## config.mk

```make
export PLATFORM = sky130hd
export DESIGN_NAME = duty_ramp_gen
export DESIGN_NICKNAME = d
export VERILOG_FILES = /design/src/rtl/duty_pkg.sv /design/src/rtl/step_prescaler.sv /design/src/rtl/duty_ramp_gen.sv
export SDC_FILE = /design/constraint.sdc
export NUM_CORES = 1
export LEC_CHECK = 0
export CAP_MARGIN = 15
export CORE_AREA = 2 2 85 87
export CTS_CLUSTER_SIZE = 24
export DETAILED_ROUTE_END_ITERATION = 8
export DIE_AREA = 0 0 87 89
export DONT_BUFFER_PORTS = 1
export HOLD_SLACK_MARGIN = 0.1
export PLACE_DENSITY_LB_ADDON = 0.15
export SLEW_MARGIN = 30
export SYNTH_ARGS = -nofsm -noshare
export SYNTH_HDL_FRONTEND = slang
export SYNTH_HIERARCHICAL = 1
export SYNTH_SLANG_ARGS = --single-unit
```

## constraint.sdc

```tcl
create_clock -name clk -period 9.59 [get_ports clk]
set_input_delay 0.4795 -clock clk [delete_from_list [all_inputs] [get_ports clk]]
set_output_delay 0.4795 -clock clk [all_outputs]
set_load 0.05 [all_outputs]
```

## src/rtl/duty_pkg.sv

```systemverilog
// rtl/duty_pkg.sv - shared types and defaults for the duty ramp generator
package duty_pkg;

    typedef enum logic [2:0] {
        IDLE    = 3'd0,
        RISE    = 3'd1,
        HOLD_HI = 3'd2,
        FALL    = 3'd3,
        HOLD_LO = 3'd4
    } ramp_state_t;

    localparam int unsigned DUTY_W_DEF = 8;

endpackage

```

## src/rtl/step_prescaler.sv

```systemverilog
// rtl/step_prescaler.sv - free-running step prescaler with enable and synchronous clear
module step_prescaler #(
    parameter int unsigned DIV = 4
) (
    input  logic clk,
    input  logic rst_n,
    input  logic en,
    input  logic clr,
    output logic tick
);

    localparam int unsigned CW = (DIV > 2) ? $clog2(DIV) : 1;
    localparam logic [CW-1:0] LAST = CW'(DIV - 1);

    logic [CW-1:0] cnt_q;
    logic [CW-1:0] cnt_d;

    always_comb begin
        cnt_d = cnt_q;
        if (!en || clr) begin
            cnt_d = '0;
        end else if (cnt_q == LAST) begin
            cnt_d = '0;
        end else begin
            cnt_d = cnt_q + CW'(1);
        end
    end

    always_ff @(posedge clk or negedge rst_n) begin
        if (!rst_n) begin
            cnt_q <= '0;
        end else begin
            cnt_q <= cnt_d;
        end
    end

    assign tick = (cnt_q == LAST);

endmodule

```

## src/rtl/duty_ramp_gen.sv

```systemverilog
// rtl/duty_ramp_gen.sv - breathing duty-word generator feeding the PWM divider
module duty_ramp_gen
    import duty_pkg::*;
#(
    parameter int unsigned STEP_DIV   = 390625,
    parameter int unsigned HOLD_STEPS = 64,
    parameter int unsigned DUTY_W     = DUTY_W_DEF
) (
    input  logic              clk,
    input  logic              rst_n,
    input  logic              en,
    input  logic [DUTY_W-1:0] max_duty,
    input  logic [3:0]        step_size,
    output logic [DUTY_W-1:0] duty,
    output logic              step_tick,
    output logic              rising
);

    localparam int unsigned HW = (HOLD_STEPS > 1) ? $clog2(HOLD_STEPS) : 1;
    localparam logic [HW-1:0] HOLD_LAST = HW'(HOLD_STEPS - 1);

    ramp_state_t       state_q, state_d;
    logic [DUTY_W-1:0] duty_q, duty_d;
    logic [HW-1:0]     hold_q, hold_d;

    logic [3:0]        step_eff;
    logic [DUTY_W:0]   sum;
    logic [DUTY_W-1:0] step_n;
    logic              over_ceiling;

    step_prescaler #(
        .DIV (STEP_DIV)
    ) u_prescaler (
        .clk   (clk),
        .rst_n (rst_n),
        .en    (en),
        .clr   (state_q == IDLE),
        .tick  (step_tick)
    );

    // Widened sum keeps the top step from wrapping past the ceiling.
    assign step_eff     = (step_size == 4'd0) ? 4'd1 : step_size;
    assign step_n       = DUTY_W'(step_eff);
    assign sum          = {1'b0, duty_q} + {1'b0, step_n};
    assign over_ceiling = (duty_q > max_duty);

    always_comb begin
        state_d = state_q;
        duty_d  = duty_q;
        hold_d  = hold_q;
        if (!en) begin
            state_d = IDLE;
            duty_d  = '0;
            hold_d  = '0;
        end else begin
            case (state_q)
                IDLE: begin
                    state_d = RISE;
                    duty_d  = '0;
                    hold_d  = '0;
                end
                RISE: begin
                    if (over_ceiling || (step_tick && (sum >= {1'b0, max_duty}))) begin
                        duty_d  = max_duty;
                        state_d = HOLD_HI;
                        hold_d  = '0;
                    end else if (step_tick) begin
                        duty_d = sum[DUTY_W-1:0];
                    end
                end
                HOLD_HI: begin
                    if (over_ceiling) begin
                        duty_d = max_duty;
                    end
                    if (step_tick) begin
                        if (hold_q == HOLD_LAST) begin
                            state_d = FALL;
                            hold_d  = '0;
                        end else begin
                            hold_d = hold_q + HW'(1);
                        end
                    end
                end
                FALL: begin
                    // A lowered ceiling wins over a coincident step; descent resumes next tick.
                    if (over_ceiling) begin
                        duty_d = max_duty;
                    end else if (step_tick) begin
                        if (duty_q <= step_n) begin
                            duty_d  = '0;
                            state_d = HOLD_LO;
                            hold_d  = '0;
                        end else begin
                            duty_d = duty_q - step_n;
                        end
                    end
                end
                HOLD_LO: begin
                    if (step_tick) begin
                        if (hold_q == HOLD_LAST) begin
                            state_d = RISE;
                            hold_d  = '0;
                        end else begin
                            hold_d = hold_q + HW'(1);
                        end
                    end
                end
                default: begin
                    state_d = IDLE;
                    duty_d  = '0;
                    hold_d  = '0;
                end
            endcase
        end
    end

    always_ff @(posedge clk or negedge rst_n) begin
        if (!rst_n) begin
            state_q <= IDLE;
            duty_q  <= '0;
            hold_q  <= '0;
        end else begin
            state_q <= state_d;
            duty_q  <= duty_d;
            hold_q  <= hold_d;
        end
    end

    assign duty   = duty_q;
    assign rising = (state_q == RISE) || (state_q == HOLD_HI);

endmodule

```

==> results of run 1 <==
==> cell usage in the layout, fill, tap and decap left out, types with 4 or more instances in the layout <==
| cell type | n |
|---|---|
| nor2b_1 | 4 |
| a21oi_1 | 16 |
| ha_1 | 28 |
| xor2_1 | 9 |
| dfrtp_1 | 36 |
| or3_1 | 4 |
| xnor2_1 | 14 |
| nand2b_1 | 4 |
| clkbuf_8 | 6 |
| nand3_1 | 25 |
| o22ai_1 | 5 |
| inv_1 | 30 |
| nor3_1 | 8 |
| o21ai_0 | 12 |
| nor2_1 | 32 |
| nand4_1 | 10 |
| a31oi_1 | 6 |
| nand2_1 | 25 |
| and3_1 | 5 |
| a211oi_1 | 4 |
==> critical path, delay by kind of cell, from the launching register on <==
kind	cells	cell delay [ns]
AND/OR/NAND/NOR	4	0.73
XOR/XNOR	1	0.21
AO/OA/AOI/OAI	6	1.33
flip-flops	1	0.79
buffers and inverters	1	0.06
adder cells (fa/ha/maj)	2	0.75
==> per-stage QoR <==
stage               utilization  hold WS, ns  total power [mW]  setup WS (ns)
floorplan                     -        0.184             0.282           5.97
global placement          0.458        0.185             0.307           5.69
detailed placement        0.459        0.185             0.310           5.70
CTS                       0.477        0.309             0.429           5.67
global route              0.477        0.324             0.455           5.36
finish                    0.477        0.319             0.425           5.67
==> final timing paths <==
path,start,cells past startpoint,slack [ns],endpoint
setup / recovery,duty[1],14,5.67,duty[6]
setup reg to reg,duty[1],14,5.67,duty[6]
hold reg to reg,hold_q[5],1,0.51,hold_q[5]
max in group asynchronous,rst_n,2,8.76,hold_q[0]
hold / removal,max_duty[1],2,0.32,duty[1]
min in group asynchronous,rst_n,2,0.64,duty[0]
==> area by class of cell <==
cell class | count | area, um2 | area share
Multi-Input combinational cell | 271 | 1920 | 0.599
Sequential cell | 36 | 901 | 0.281
Inverter | 31 | 116 | 0.0363
Tap cell | 80 | 100 | 0.0312
Clock buffer | 8 | 90.1 | 0.0281
Timing Repair Buffer | 7 | 78.8 | 0.0246
==> logic make-up (layout without fill, tap and decap cells) <==
group / Yosys count / after routing / synth area share
and+or+nand+nor: 138 / 138 / 0.242
xor gates and xnor gates: 23 / 23 / 0.0669
DFF: 36 / 36 / 0.299
adders and majority gates: 30 / 30 / 0.130
buffers and inverters: 46 / 46 / 0.0652
AOI/OAI and AO/OA: 80 / 80 / 0.197
==> sequential cells by signal (all words and copies together), names as in the netlist <==
register / flops
duty: 8
hold_q: 6
state_q: 3
u_prescaler/cnt_q: 19
==> layer usage <==
layer | track usage | vias up | share of wire
met5 | 0 | - | 0
met4 | 0.0384 | 0 | 0.0049
met3 | 0.0416 | 4 | 0.051
met2 | 0.312 | 52 | 0.44
met1 | 0.286 | 1219 | 0.50
li1 | - | 1268 | -
==> report_power, final <==
part,internal (mW),switching [mW]
Sequential,0.158,0.0139
Combinational,0.0466,0.0941
Clock,0.0587,0.0540
==> timing repair <==
item	4_1_cts	5_1_grt
endpoints found under the hold margin	36	0
setup buffers	0	0
hold buffers	2	0
==> run metrics, run 1 <==
Post-Syn Nets=398; Die X-Extent=87 um; startpoint types=flop; # fillers=656; dpl cell area=between 3000 and 4000 um2; RSZ-0062 raised after global routing=no; worst-path cell chain=ha_1 > inv_1 > a21oi_1 > o31ai_1 > nand4_1 > xnor2_1 > ha_1 > nand3_1 > a211oi_1 > o21ai_4 > o21a_1 > nor3_2 > a22oi_1 > nand2_1; Req. time, crit path=9.81 ns; H-Tree Depth=2; initial core utilization=0.448; number of synthesized register bits=36; synth-to-layout area growth=6.48%; Post-Layout Inst Area=3210 um2; Routed WL=7.07 mm; Skew-Pair Late Insertion Delay=0.29 ns; Antenna Cells=0; Slew @ Worst Pin=0.846 ns; Worst-path clk slew=0.07 ns; placed wire-length estimate=5.29 mm; initial antenna violation count=0; clock buffer count from CTS=5; largest area contributor in the netlist=dfrtp_1; CP Class=reg -> reg; DR WL/cell=16.3 um; final hold vios=0; async set-reset flop share out of synthesis=1.00; Cell Area, Synth=approximately 3000 um2; Primary FF master, synth=dfrtp_1; DRC Markers=0; top cells by area, synth=dfrtp_1, ha_1, nand3_1; TritonCTS clock tree=yes; clk root buf=clkbuf_8; worst hold path class=in -> reg; fin crit period=slightly below 4 ns; GPL Wtd Cong=0.838; Most Frequent Cell on Critical Path=ha_1; slowest stage delay, CP=0.79 ns; Synthesis Warnings=6; crit-path max FO=7; Max VDD drop=approximately 0.16 mV; share of cells above drive strength 1=0.0878; Worst Setup End Kind=flop; Final Max Slew Viols=0; Finished Layout Cells=433; DP Cell Count=423; setup TNS=0 ns; global-route wire length before repair=around 12 mm; FMAX=0.255 GHz; vias in the first global route=roughly 2500; Synth Instances=353; total die area=7740 um2; Vias/cell=just under 6; Final Cycle Share=0.409; MaxCap Viol Count=0; die height=89 um; post-layout net count=397; clock skew=0.00532 ns; clk sink count=36; GRT Util Overall=0.199; post-synthesis sequential area ratio=0.299; IO Count=25; IO Port Bufs=0; Setup violations, final=0; Pwr per Cell Area=133 nW/um2; CP arrival=4.15 ns; post-CTS sizing=0; routed via count=2543; Slew HR=0.436; slowest cell on the critical path=dfrtp_1; Syn Area/Cell=about 8.5 um2; count of cell types in the netlist=62; area share of the largest cell type after synthesis=0.299; Rows=30; Clock Path Buffers=2; Pre-antenna DRT Iters=4; CORE AREA=6720 um2; count leader, synth=dfrtp_1; list of most frequent post-synthesis cells=dfrtp_1, nor2_1, inv_1; LEAKAGE=1.44 nW; largest net degree at the start of global routing=37; Starting DRT DRC Count=149; Antenna Nets Post-Route=0; number of flops mapped to enable cells by yosys=0; outcome=completed; grt total ovfl=0
(Power assumes the default switching activity.)
==> run 2: changes to the inputs <==
clock period = 3.5 ns   (was 9.59 ns; I/O delays follow)
==> run 2 against run 1 <==
Compared with the run above:
- routed wire length grew 2.7%
- design area grew 6.4%
- sequential share of layout area shrank 1.7 points
==> run metrics, run 2 (synthesized netlist as in run 1, its figures left out) <==
GPL Wtd Cong=0.863 (+3.0%); Most Frequent Cell on Critical Path=nand3_1; Rows=30 (unchanged); die height=89 um (unchanged); share of cells above drive strength 1=0.135 (+0.0470); Max VDD drop=0.260 mV (+67%); max FFs per register=19 (unchanged); clk root buf=clkbuf_8; CORE AREA=6720 um2 (unchanged); TritonCTS clock tree=yes; startpoint types=flop; H-Tree Depth=2 (unchanged); utilization after layout=0.508 (+0.0307); placed wire-length estimate=5.50 mm (+4.1%); Routed WL=7.27 mm (+2.7%); Worst-path clk slew=0.07 ns (about the same); worst hold path class=in -> reg; commonest non-fill, non-tap cell in the layout=dfrtp_1; dpl cell area=3170 um2 (+2.7%); Final Cycle Share=0.932 (+0.523); Pre-antenna DRT Iters=5 (+1); total die area=7740 um2 (unchanged); clock buffer count from CTS=5 (unchanged); Slew @ Worst Pin=0.660 ns (-0.187 ns); initial core utilization=0.448 (unchanged); final hold vios=0 (unchanged); initial antenna violation count=0 (unchanged); vias in the first global route=2446 (-2.5%); clock skew=0.00591 ns (+0.000590 ns); Worst Setup End Kind=flop; DRC Markers=0 (unchanged); LEAKAGE=1.55 nW (+8.1%); FMAX=0.307 GHz (+20%); worst-path cell chain=ha_2 > inv_2 > a21oi_1 > o31ai_2 > and2_1 > xnor2_2 > inv_1 > ha_1 > nand3_1 > a211oi_1 > buf_4 > nor2_1 > nand3_1 > nand3_1 > and3_1 > a31o_2; crit path from=duty[3]; Skew-Pair Late Insertion Delay=0.29 ns (about the same); DR WL/cell=16.1 um (-1.4%); Post-Layout Inst Area=3410 um2 (+6.4%); outcome=completed; GRT Util Overall=0.201 (+0.00132); Starting DRT DRC Count=153 (+2.7%); post-layout net count=416 (+4.8%); slowest stage delay, CP=0.41 ns (-0.38 ns); IO Count=25 (unchanged); global-route wire length before repair=12.3 mm (+0.90%); slowest cell on the critical path=ha_2; pre-CTS setup slack=0.185 ns (-5.52 ns); clk sink count=36 (unchanged); HP Start=en; buffers and inverters on the worst path=3 (+2); CP Class=reg -> reg; commonest non-fill, non-tap cells in the layout=dfrtp_1, nor2_1, inv_1; grt total ovfl=0 (unchanged); Antenna Nets Post-Route=0 (unchanged); # fillers=627 (-4.4%); Antenna Cells=0 (unchanged); Biggest register=u_prescaler/cnt_q; reg-to-reg setup timing slack=0.24 ns (-5.43 ns); final worst setup slack=0.239 ns (-5.43 ns); Setup violations, final=0 (unchanged); Final Max Slew Viols=0 (unchanged); crit-path max FO=6 (-1); largest net degree at the start of global routing=37 (unchanged); CP arrival=3.44 ns (-0.71 ns); hold slack final=0.114 ns (-0.205 ns); largest delay contributor family on the critical path=simple AND/OR/NAND/NOR gates; Vias/cell=5.85 (-0.37%); fin crit period=3.26 ns (-0.661 ns); MaxCap Viol Count=0 (unchanged); reg2reg start=duty[3]; IO Port Bufs=0 (unchanged); synth-to-layout area growth=13.3%; Clock Path Buffers=2 (unchanged); Req. time, crit path=3.68 ns (-6.13 ns); routed via count=2639 (+3.8%); Slew HR=0.557 (+0.121); Die X-Extent=87 um (unchanged); Pwr per Cell Area=339 nW/um2 (+160%)
==> run 2: changes by cell type in the layout (fill, tap and decap cells not counted), moves of 2 or more <==
cell           previous run  this run
buf_4                     3        16
ha_1                     28        25
ha_4                      0         2
dlygate4sd3_1             1         8
xnor2_1                  14        12
xnor2_2                   0         2
==> run 2: final timing paths <==
check,end,depth (start not counted)
worst max-delay path,hold_q[1],16
worst min-delay path,state_q[2],2
worst max register to register,hold_q[1],16
worst min register to register,hold_q[5],1
max in group asynchronous,u_prescaler/cnt_q[0],2
min in group asynchronous,duty[5],2
==> run 2: power by group <==
part | leakage, nW | internal, mW | total (mW) | switching [mW]
combinational | 1.01 | 0.135 | 0.404 | 0.270
sequential | 0.501 | 0.432 | 0.469 | 0.0371
clock | 0.0410 | 0.135 | 0.283 | 0.148
==> run 2: final cells by class <==
cell class                      count  area, um2  share of cell area
Multi-Input combinational cell    271       1990               0.582
Sequential cell                    36        901               0.264
Timing Repair Buffer               26        231              0.0678
Inverter                           31        116              0.0341
Tap cell                           80        100              0.0293
Clock buffer                        6       72.6              0.0213
Clock inverter                      1       5.00             0.00147
==> run 2: per-layer routing <==
metal  vias to the layer above  track usage  share of wire
li1                       1312            -              -
met3                        10       0.0434          0.063
met1                      1241        0.296           0.50
met2                        76        0.296           0.43
met4                         0       0.0540          0.011
met5                         -            0              0
==> run 2: through the flow <==
stage / std cells / power, mW / setup TNS, ns
3_5_place_dp: 434 / 0.852 / 0
4_1_cts: 450 / 1.16 / 0
6_report: 451 / 1.16 / 0
5_1_grt: 451 / 1.24 / -0.0117
3_3_place_gp: 433 / 0.841 / 0
2_1_floorplan: 353 / 0.774 / 0
==> run 2: timing repair <==
| item | in CTS | in global routing |
|---|---|---|
| resized for setup | 0 | 8 |
| hold endpoints to repair | 50 | 0 |
| hold buffers | 9 | 0 |
| setup buffers | 0 | 1 |
| setup endpoints to repair | 0 | 17 |
